### src/rtl/decode_hazard_unit.sv
// decode_hazard_unit: decides each cycle whether the decoded instruction may
// issue into execute, using a shift scoreboard of in-flight destinations.
// Drives stall (hold fetch/decode) and flush (squash after a taken branch).
//
// Build option: DECODE_HAZARD_FORWARDING_EN
//   defined   -> execute forwards results, so only a load in entry 0 causes
//                a hazard (single load-use bubble).
//   undefined -> any valid in-flight writer causes a hazard until it retires.
//
// Flush counter
//   value | meaning
//   0     | not flushing, normal issue/stall decisions
//   1..N  | flushing; fetch/decode squashed, nothing issues
module decode_hazard_unit #(
   parameter int REGISTER_INDEX = 5,
   parameter int PIPE_DEPTH     = 3,
   parameter int FLUSH_CYCLES   = 2
) (
   input  logic                      clk,
   input  logic                      reset,
   input  logic                      decode_valid_in,
   input  logic [REGISTER_INDEX-1:0] first_register_in,
   input  logic [REGISTER_INDEX-1:0] second_register_in,
   input  logic [REGISTER_INDEX-1:0] destination_register_in,
   input  logic                      cu_reg_write_in,
   input  logic                      cu_mem_read_in,
   input  logic                      cu_mem_write_in,
   input  logic                      cu_alu_src_in,
   input  logic                      branch_taken_in,
   output logic                      issue_out,
   output logic                      stall_out,
   output logic                      flush_out,
   output logic [31:0]               stall_count_out
);

   localparam int FLUSH_W = (FLUSH_CYCLES < 1) ? 1 : $clog2(FLUSH_CYCLES + 1);
   localparam logic [FLUSH_W-1:0] FLUSH_LOAD = FLUSH_W'(FLUSH_CYCLES);

   // Scoreboard: entry 0 is the instruction in execute, higher indices are older.
   logic [PIPE_DEPTH-1:0]     sb_valid_q, sb_valid_d;
   logic [PIPE_DEPTH-1:0]     sb_load_q, sb_load_d;
   logic [REGISTER_INDEX-1:0] sb_rd_q [PIPE_DEPTH];
   logic [REGISTER_INDEX-1:0] sb_rd_d [PIPE_DEPTH];

   logic [FLUSH_W-1:0] flush_cnt_q, flush_cnt_d;
   logic [31:0]        stall_count_q, stall_count_d;

   logic                  flushing;
   logic                  src2_used;
   logic                  hazard;
   logic [PIPE_DEPTH-1:0] entry_hit;
   logic                  lint_unused_bits;

   assign flushing = (flush_cnt_q != '0);

   // Per-entry source match; x0 is hardwired so it never creates a dependence.
   always_comb begin
      src2_used = !cu_alu_src_in || cu_mem_write_in;
      entry_hit = '0;
      for (int i = 0; i < PIPE_DEPTH; i++) begin
         entry_hit[i] = sb_valid_q[i] &&
                        (((first_register_in != '0) && (first_register_in == sb_rd_q[i])) ||
                         (src2_used && (second_register_in != '0) &&
                          (second_register_in == sb_rd_q[i])));
      end
   end

   // Select which scoreboard entries can block issue.
   always_comb begin
      hazard = 1'b0;
`ifdef DECODE_HAZARD_FORWARDING_EN
      hazard = entry_hit[0] && sb_load_q[0];
`else
      hazard = |entry_hit;
`endif
   end

   // Only part of the load flags / hit vector matter in each build.
   assign lint_unused_bits = ^{sb_load_q, entry_hit};

   // Issue/stall decision; a taken branch and an active flush both override stall.
   always_comb begin
      stall_out = decode_valid_in && hazard && !flushing && !branch_taken_in;
      issue_out = decode_valid_in && !stall_out && !flushing && !branch_taken_in;
      flush_out = flushing;
      stall_count_out = stall_count_q;
   end

   // Next state: scoreboard shift, flush countdown, saturating stall counter.
   always_comb begin
      sb_valid_d = '0;
      sb_load_d  = '0;
      for (int i = 0; i < PIPE_DEPTH; i++) begin
         sb_rd_d[i] = '0;
      end

      for (int i = PIPE_DEPTH - 1; i > 0; i--) begin
         sb_valid_d[i] = sb_valid_q[i-1];
         sb_load_d[i]  = sb_load_q[i-1];
         sb_rd_d[i]    = sb_rd_q[i-1];
      end

      if (issue_out) begin
         sb_valid_d[0] = cu_reg_write_in && (destination_register_in != '0);
         sb_load_d[0]  = cu_mem_read_in;
         sb_rd_d[0]    = destination_register_in;
      end

      if (branch_taken_in) begin
         flush_cnt_d = FLUSH_LOAD;
      end else if (flushing) begin
         flush_cnt_d = flush_cnt_q - 1'b1;
      end else begin
         flush_cnt_d = flush_cnt_q;
      end

      if (stall_out && (stall_count_q != 32'hFFFF_FFFF)) begin
         stall_count_d = stall_count_q + 32'd1;
      end else begin
         stall_count_d = stall_count_q;
      end
   end

   // State registers with synchronous reset.
   always_ff @(posedge clk) begin
      if (reset) begin
         sb_valid_q    <= '0;
         sb_load_q     <= '0;
         for (int i = 0; i < PIPE_DEPTH; i++) begin
            sb_rd_q[i] <= '0;
         end
         flush_cnt_q   <= '0;
         stall_count_q <= '0;
      end else begin
         sb_valid_q    <= sb_valid_d;
         sb_load_q     <= sb_load_d;
         for (int i = 0; i < PIPE_DEPTH; i++) begin
            sb_rd_q[i] <= sb_rd_d[i];
         end
         flush_cnt_q   <= flush_cnt_d;
         stall_count_q <= stall_count_d;
      end
   end

endmodule

### config.mk
export PLATFORM = sky130hd
export DESIGN_NAME = decode_hazard_unit
export DESIGN_NICKNAME = d
export VERILOG_FILES = /design/src/rtl/decode_hazard_unit.sv
export SDC_FILE = /design/constraint.sdc
export NUM_CORES = 1
export LEC_CHECK = 0
export BUFFER_PORTS_ARGS = -buffer_cell sky130_fd_sc_hd__buf_2
export CELL_PAD_IN_SITES_DETAIL_PLACEMENT = 0
export CELL_PAD_IN_SITES_GLOBAL_PLACEMENT = 1
export CORE_ASPECT_RATIO = 1.1
export CORE_MARGIN = 1
export CORE_UTILIZATION = 43
export CTS_CLUSTER_SIZE = 16
export DETAILED_ROUTE_END_ITERATION = 12
export GPL_TIMING_DRIVEN = 0
export PLACE_DENSITY = 0.86
export SYNTH_ARGS = -nofsm -noshare
export SYNTH_HDL_FRONTEND = slang
export SYNTH_SLANG_ARGS = --single-unit
### constraint.sdc
create_clock -name clk -period 3.55 [get_ports clk]
set_clock_uncertainty 0.05 [all_clocks]
set_input_delay 0.355 -clock clk [delete_from_list [all_inputs] [get_ports clk]]
set_output_delay 0.355 -clock clk [all_outputs]
set_load 0.01 [all_outputs]
==> flow_summary.yaml, run 1 <==
status:
  status: "finished clean"
worst_setup_path:
  r2r_end: "stall_count_out[7]"
  endpoint_kind: "output pin"
  startpoint_type: "primary input"
  regToRegSetupSlack_ns: 0.67
  arrival_ns: 2.58
  critPathBufInv: 4
  r2r_start: "stall_count_out[4]"
  worstPathCellList: "buf_2, or4_1, nor2_1, or4_1, o21ai_1, a2111o_1, buf_6, buf_6, and2_1, buf_2"
  worst_path_max_delay_cell: "a2111o_1"
  critPathTopFamily: "simple AND/OR/NAND/NOR gates"
  crit_fanout: 10
  path_depth: 10
  cpPeakStageDelay_ns: 0.53
  path_class: "in2out"
  worstPathRequired_ns: 3.14
  reg2reg_depth: 8
pwr:
  p_clk_frac: 0.393
  leakage_nw: 1.23
  switching_share: 0.221
  ir_drop_v: 0.000307
  power_density_nw_per_um2: 356
  internal-power_mw: 0.848
  combPwrFrac: 0.065
  switchingPower_mw: 0.241
  seq_power_share: 0.543
final_layout:
  drive_above_1_share: 0.204
  antennaDiodeCount: 0
  nets: 386
  area_growth_pct: 19.5
timing:
  setup_viol: 0
  worst_pin_slew_ns: 0.890
  tns_ns: 0
  max-slew-margin-rel: 0.401
  fmax_ghz: 0.336
  hold_viol_final: 0
  finalCritPeriodShare: 0.840
  timing.hold.ws_ns: 0.203
  min_period_ns: 2.98
  finalMaxSlewViolations: 0
  rsz0062_at_grt: "no"
detailed_routing:
  drt_iter0_drc: 80
  wl_per_cell_um: 13.6
  wl_um: 5980
  drc: 0
  ant_nets: 0
  vias: 2277
  avgViaCountPerCell: 5.18
  dr.pass1.iters: 4
synth:
  syn-num-nets: 323
  synth-seq-cells: 52
  yosysTopAreaCell: "dfxtp_1"
  yosysUniqueCellTypes: 35
  synth_area_um2: 2560
  yosys-top-cells-area: "dfxtp_1, xor2_1, xnor2_1"
  synth_top_area_share: 0.407
  seq_area_frac_synth: 0.407
  synth_cells: 299
  syn_avg_cell_area_um2: 8.56
  yosys_warnings: 0
floorplanning:
  initial_core_util: 0.444
  coreArea_um2: 5770
  die_area_um2: 6270
  fp.dieW_um: 75.6
  die_y_um: 82.9
  io_pins: 58
  rows: 29
flow_run:
  drv_cap: 0
global_routing:
  grt_start_max_net_pins: 17
  antenna_found_initial: 0
  first_global_vias: 2003
  overflow: 0
  grt.total_usage: 0.200
  grt_pass1_wl_um: 9580
placement:
  hpwlAfterDp_um: 4430
  place_congestion: 0.844
  numPortBuffers: 56
hold_path:
  min_path_type: "in2reg"
  min_from: "branch_taken_in"
  min_delay_path_depth: 2
  hold_path_end: "flush_cnt_q[0]"
clock_tree:
  cts_root_buf: "clkbuf_8"
  cts_tree: "done"
  cts_sinks: 52
  cts_made_buffers: 5
  clkTransAtPathRegs_ns: 0.09
  cts.repair.resized: 0
  clockBufferDepth: 2
  cts_hold_buffers: 0
  clock_latency_ns: 0.30
  post-cts-setup-buffers: 0
  cts_max_level: 2
==> worst max path at each step <==
stage / from / end / slack [ns]
after CTS: first_register_in[1] / stall_out / 0.55
after detailed placement: first_register_in[1] / stall_out / 0.55
after global placement: first_register_in[1] / stall_out / 0.58
after global routing: stall_count_out[4] / stall_count_out[28] / 0.41
after floorplan: first_register_in[1] / stall_out / 1.04
final: first_register_in[1] / stall_out / 0.57
==> Yosys cell counts <==
cell type / instances
dfxtp_1: 52
nor2_1: 33
xor2_1: 28
nand3_1: 20
xnor2_1: 20
nand2_1: 19
nand4_1: 16
nor2b_1: 15
a21oi_1: 13
and2_1: 8
and3_1: 8
o21ai_0: 8
or3_1: 8
clkbuf_1: 6
nor4_1: 6
inv_1: 5
nor3_1: 5
or4_1: 5
mux2_2: 3
and4_1: 2
buf_6: 2
nor4b_1: 2
o31ai_1: 2
or2_2: 2
a2111o_1: 1
a211o_1: 1
and2_4: 1
buf_1: 1
ha_1: 1
nand3b_1: 1
nor3_2: 1
o21ai_1: 1
o22ai_1: 1
o311a_1: 1
or4b_2: 1
==> cell families after synthesis <==
logic type      share of synthesized area
simple gates                        0.322
flops                               0.407
xor+xnor                            0.164
compound gates                     0.0630
buf+inv                            0.0264
mux                                0.0132
fa+ha+maj                         0.00489
==> cells in the final DEF, fill, tap and decap left out, types with 2 or more instances in the layout <==
master | synthesis | routed
nor4_1 | 6 | 6
xnor2_1 | 20 | 20
o31ai_1 | 2 | 2
nor2b_1 | 15 | 15
mux2_2 | 3 | 3
buf_6 | 2 | 2
clkbuf_1 | 6 | 6
nand3_1 | 20 | 20
or3_1 | 8 | 8
dfxtp_1 | 52 | 52
nand4_1 | 16 | 16
nor3_1 | 5 | 5
inv_1 | 5 | 5
nor2_1 | 33 | 33
or2_2 | 2 | 2
nor4b_1 | 2 | 2
o21ai_0 | 8 | 8
and2_1 | 8 | 8
xor2_1 | 28 | 28
or4_1 | 5 | 5
and4_1 | 2 | 2
and3_1 | 8 | 8
a21oi_1 | 13 | 13
nand2_1 | 19 | 19
clkbuf_8 | 0 | 6
buf_2 | 0 | 56
==> final cells by class <==
class,count,area [µm²]
well taps,77,96.3
inverters,5,18.8
fillers,564,2710
repair buffers,56,280
flip-flops and latches,52,1040
clock inverters,2,38.8
multi-input cells,233,1450
clock buffers,6,82.6
plain buffers,9,48.8
==> through the flow <==
step	cells	util	setup WS [ns]	total power, mW	area (µm²)
3_3_place_gp	432	0.509	0.579	0.674	2940
5_1_grt	440	0.530	0.415	1.13	3060
2_1_floorplan	299	-	1.04	0.642	2560
4_1_cts	440	0.530	0.547	1.10	3060
6_report	440	0.530	0.570	1.09	3060
3_5_place_dp	432	0.509	0.548	0.675	2940
==> power groups by stage <==
| stage | sequential, mW | clock [mW] | combinational, mW |
|---|---|---|---|
| floorplan | 0.604 | 0 | 0.0385 |
| global placement | 0.604 | 0 | 0.0700 |
| detailed placement | 0.604 | 0 | 0.0706 |
| CTS | 0.591 | 0.434 | 0.0711 |
| global route | 0.591 | 0.460 | 0.0776 |
| finish | 0.591 | 0.427 | 0.0704 |
==> state kept, by name, summed over array words and instances (netlist names) <==
register         count
sb_valid_q           3
flush_cnt_q          2
sb_rd_q             15
stall_count_out     32
==> metal layers <==
layer | up-vias | part of all wire | global-route usage
met1 | 1066 | 0.49 | 0.267
met5 | - | 0 | 0
met4 | 0 | 0.0097 | 0.0539
met2 | 42 | 0.46 | 0.324
li1 | 1164 | - | -
met3 | 5 | 0.033 | 0.0376
No activity file was read; power rests on OpenSTA's default activity.
==> run 2: changes to the inputs <==
CORE_UTILIZATION = 40   (was 43)
PLACE_DENSITY = 0.81   (was 0.86)
clock period = 2.8 ns   (was 3.55 ns; I/O delays follow)
==> run 2 against run 1 <==
Effect of this change:
- power up 19%
- sequential share of layout area down 0.14 points
- design area up 0.41%
- setup slack worse by 0.49 ns
- count of clock-buffer cells in the layout up 1
- combinational power up 31%
- routed wire length up 6.2%
- via count up 1.6%
- cell count up 1.1%
- register-to-register slack worse by 0.48 ns
- utilization down 3.1 points
- critical path type unchanged
- largest power group unchanged
==> flow_summary.yaml, run 2 (synthesized netlist as in run 1, its figures left out) <==
detailed_routing:
  vias: 2314
  ant_nets: 0
  wl_per_cell_um: 14.3
  avgViaCountPerCell: 5.20
  wl_um: 6350
  drc: 0
  dr.pass1.iters: 4
  drt_iter0_drc: 79
final_layout:
  antennaDiodeCount: 0
  largest_reg_flops: 32
  mostFrequentLayoutCells: "buf_2, dfxtp_1, nor2_1"
  final_common_cell: "buf_2"
  postLayoutCellArea_um2: 3070
  area_growth_pct: 19.9
  nets: 388
  drive_above_1_share: 0.216
pwr:
  power_density_nw_per_um2: 421
  switchingPower_mw: 0.308
  p_clk_frac: 0.349
  internal-power_mw: 0.985
  combPwrFrac: 0.071
  switching_share: 0.238
  seq_power_share: 0.580
  leakage_nw: 1.22
  ir_drop_v: 0.000210
timing:
  fin_ws_ns: 0.0751
  finalMaxSlewViolations: 0
  min_period_ns: 2.72
  setup_viol: 0
  hold_viol_final: 0
  fmax_ghz: 0.367
  rsz0062_at_grt: "no"
  finalCritPeriodShare: 0.973
  worst_pin_slew_ns: 0.845
  max-slew-margin-rel: 0.429
worst_setup_path:
  path_class: "in2out"
  crit_fanout: 10
  arrival_ns: 2.39
  worstPathRequired_ns: 2.47
  crit_start: "first_register_in[1]"
  startpoint_type: "primary input"
  endpoint_kind: "output pin"
  r2r_start: "flush_cnt_q[1]"
floorplanning:
  initial_core_util: 0.416
  coreArea_um2: 6160
  fp.dieW_um: 78.3
  die_y_um: 85.9
  io_pins: 58
  rows: 30
  die_area_um2: 6720
clock_tree:
  clkTransAtPathRegs_ns: 0.09
  cts_max_level: 2
  clockBufferDepth: 2
  cts_tree: "done"
  cts_hold_buffers: 0
  cts_root_buf: "clkbuf_8"
  clock_latency_ns: 0.31
  cts_made_buffers: 5
  cts_sinks: 52
placement:
  place_congestion: 0.851
  place_ws_ns: -0.0965
  hpwlAfterDp_um: 4700
  place_area_um2: 2940
  numPortBuffers: 56
hold_path:
  min_from: "branch_taken_in"
  min_path_type: "in2reg"
global_routing:
  grt.total_usage: 0.199
  grt_pass1_wl_um: 10600
  antenna_found_initial: 0
  overflow: 0
  first_global_vias: 2199
  grt_start_max_net_pins: 16
flow_run:
  drv_cap: 0
status:
  status: "finished clean"
run 2: cell types whose count changed in the layout (fill, tap and decap cells not counted), sizes merged:
| cell | change |
|---|---|
| buf | +2 |
| bufinv | -1 |
| clkbuf | +1 |
| clkinv | -1 |
| clkinvlp | +1 |
run 2: worst paths after layout:
check	cells after the start	slack, ns	to
worst max-delay path	10	0.08	stall_out
worst min register to register	1	0.44	sb_valid_q[2]
worst min-delay path	2	0.12	flush_cnt_q[0]
worst max register to register	5	0.19	stall_count_out[16]
run 2: power by group through the flow:
stage	combinational (mW)	clock, mW	sequential [mW]
finish	0.0924	0.451	0.749
global route	0.103	0.492	0.750
CTS	0.0920	0.464	0.749
detailed placement	0.0911	0	0.766
global placement	0.0897	0	0.766
floorplan	0.0487	0	0.765
run 2: metal layers:
metal	share of wire	GRT usage
met1	0.47	0.257
met2	0.49	0.346
met3	0.036	0.0245
met4	0.0093	0.0589
met5	0	0
run 2: what timing repair did:
item / 4_1_cts / 5_1_grt
resized for setup: 3 / 2
endpoints found under the setup margin: 11 / 1
cloned: 0 / 0
pin swaps: 1 / 2
setup buffers: 0 / 2
run 2: through the flow:
step	hold slack [ns]	std cells	power [mW]	utilization	TNS, ns
floorplan	0.309	299	0.814	-	0
global placement	0.414	435	0.856	0.478	-0.322
detailed placement	0.430	435	0.857	0.478	-0.281
CTS	0.111	443	1.31	0.495	0
global route	0.119	445	1.35	0.499	0
finish	0.116	445	1.29	0.499	0
run 2: area by class of cell:
cell class                 instances  area (µm²)
tap                               80         100
buffer                             9        48.8
inverter                           5        18.8
fill                             628        3090
clock inverter                     1        7.51
timing repair buffer              58         295
clock buffer                       7        86.3
sequential                        52        1040
multi-input combinational        233        1470
run 2: worst max-delay path, cell delays in order:
cell	delay [ns]
buf_2	0.14
or4_4	0.55
nor2_4	0.16
or4_1	0.12
o21ai_1	0.06
a2111o_1	0.47
buf_6	0.17
buf_6	0.15
and2_1	0.16
buf_2	0.13
==> run 3: changes to the inputs <==
ABC_AREA = 1   (was unset)
CORE_UTILIZATION = 41   (was 40)
PLACE_DENSITY = 0.82   (was 0.81)
==> run 3 against run 2 <==
Effect of this change:
- global-route usage grew 1.4 points
- hold slack improved by 0.0093 ns
- area after synthesis rose by 32%
==> flow_summary.yaml, run 3 <==
synth:
  yosys_warnings: 0
  yosys-top-cells-area: "dfxtp_1, nand2_1, a21oi_2"
  ys_top_cells_by_count: "nand2_1, nor2_1, dfxtp_1"
  seq_area_frac_synth: 0.307
  synth_xor_area_frac: 0.127
  yosysTopAreaCell: "dfxtp_1"
  syn_avg_cell_area_um2: 7.17
  synth_area_um2: 3390
  synthMostInstantiatedCell: "nand2_1"
  synth_edf_count: 0
  synthAdderAreaFrac: 0.00369
  yosys_most_used_dff: "dfxtp_1"
  syn-num-nets: 497
  yosysUniqueCellTypes: 27
  synth_cells: 473
  async_reset_ff_frac: 0
  synth_top_family_by_area: "simple AND/OR/NAND/NOR gates"
  synth-compound-area-share: 0.0779
  synthSimpleGateAreaFrac: 0.406
  synth_top_area_share: 0.307
  synth-seq-cells: 52
  synth_mux_area_frac: 0
placement:
  hpwlAfterDp_um: 7030
  place_ws_ns: 0.617
  numPortBuffers: 55
  place_congestion: 0.895
global_routing:
  first_global_vias: 3048
  grt.total_usage: 0.213
  antenna_found_initial: 0
  overflow: 0
  grt_start_max_net_pins: 17
  grt_pass1_wl_um: 14300
clock_tree:
  cts_sinks: 52
  clock_latency_ns: 0.31
  clkTransAtPathRegs_ns: 0.10
  clockBufferDepth: 2
  cts.repair.resized: 0
  cts_root_buf: "clkbuf_8"
  cts_tree: "done"
  post-cts-setup-buffers: 0
  cts_made_buffers: 5
  cts_hold_buffers: 0
  cts_max_level: 2
worst_setup_path:
  endpoint_kind: "output pin"
  worst_path_max_delay_cell: "nor3_2"
  worstPathRequired_ns: 2.47
  arrival_ns: 2.04
  crit_top_cell: "nand2_1"
  critPathTopFamily: "simple AND/OR/NAND/NOR gates"
  crit_fanout: 10
  worstPathCellList: "inv_2, nand2_1, nor3_2, clkbuf_1, nand2_1, inv_1, buf_2"
  cpPeakStageDelay_ns: 0.55
  critPathBufInv: 4
  path_class: "reg2out"
  startpoint_type: "flip-flop"
timing:
  fmax_ghz: 0.422
  max-slew-margin-rel: 0.519
  tns_ns: 0
  min_period_ns: 2.37
  finalCritPeriodShare: 0.846
  worst_pin_slew_ns: 0.721
  timing.hold.ws_ns: 0.125
  rsz0062_at_grt: "no"
  finalMaxSlewViolations: 0
  setup_viol: 0
  fin_ws_ns: 0.430
  hold_viol_final: 0
detailed_routing:
  drt_iter0_drc: 115
  avgViaCountPerCell: 4.91
  ant_nets: 0
  wl_per_cell_um: 13.5
  dr.pass1.iters: 4
  vias: 3160
  wl_um: 8680
  drc: 0
floorplanning:
  initial_core_util: 0.426
  coreArea_um2: 7960
  rows: 34
  fp.dieW_um: 88.7
  io_pins: 58
  die_area_um2: 8640
  die_y_um: 97.4
pwr:
  leakage_nw: 1.55
  ir_drop_v: 0.000197
  power_density_nw_per_um2: 358
final_layout:
  multi_input_area_um2: 2080
  final_common_cell: "nand2_1"
  largest_reg_flops: 32
  drive_above_1_share: 0.287
  area_growth_pct: 15.7
  antennaDiodeCount: 0
  nets: 559
  mostFrequentLayoutCells: "nand2_1, nor2_1, buf_2"
  regArea_um2: 1040
  fillers: 851
flow_run:
  drv_cap: 0
hold_path:
  min_path_type: "in2reg"
status:
  status: "finished clean"
[run 3: cell count changes after synthesis, sizes merged, moves of 8 or more]
cell | before | now
and3 | 8 | 0
nor3 | 6 | 16
and2 | 9 | 0
nand3 | 20 | 11
o21ai | 9 | 0
inv | 5 | 43
a21oi | 13 | 31
nor2 | 33 | 72
nand4 | 16 | 39
nand2 | 19 | 135
nor2b | 15 | 0
or3 | 8 | 0
[run 3: logic make-up (layout without fill, tap and decap cells)]
| family | count (synthesis) | count (layout) |
|---|---|---|
| simple gates | 279 | 279 |
| buf+inv | 61 | 124 |
| flops | 52 | 52 |
| xor+xnor | 49 | 49 |
| compound gates | 31 | 31 |
| fa+ha+maj | 1 | 1 |
[run 3: cell type report]
class / instances / share of cell area
buffer: 17 / 0.0258
clock buffer: 6 / 0.0211
clock inverter: 2 / 0.00989
inverter: 44 / 0.0421
multi-input combinational: 360 / 0.531
sequential: 52 / 0.265
tap: 108 / 0.0344
timing repair buffer: 55 / 0.0702
[run 3: routing by layer]
layer  GRT usage  share of wire
met3      0.0314          0.031
met5           0              0
met1       0.248           0.42
met2       0.393           0.52
met4      0.0596          0.024
[run 3: worst paths after layout]
| kind | endpoint | slack [ns] | start | cells past startpoint |
|---|---|---|---|---|
| worst min register to register | sb_valid_q[2] | 0.38 | sb_valid_q[1] | 2 |
| worst max-delay path | stall_out | 0.43 | flush_cnt_q[1] | 7 |
| worst min-delay path | flush_cnt_q[0] | 0.13 | branch_taken_in | 2 |
| worst max register to register | stall_count_out[27] | 0.61 | stall_count_out[0] | 9 |
[run 3: metrics by stage]
stage                      util  power [mW]  instances  instance area, µm²
after floorplan               -       0.831        473                3390
after global placement    0.478       0.873        636                3800
after detailed placement  0.478       0.875        636                3800
after CTS                 0.493        1.42        644                3920
after global routing      0.493        1.47        644                3920
final                     0.493        1.41        644                3920
[run 3: where the power goes]
part	leakage (nW)	total, mW	internal, mW	switching (mW)
clock network	0.0614	0.550	0.293	0.257
logic	1.07	0.107	0.0385	0.0684
registers	0.420	0.749	0.744	0.00501
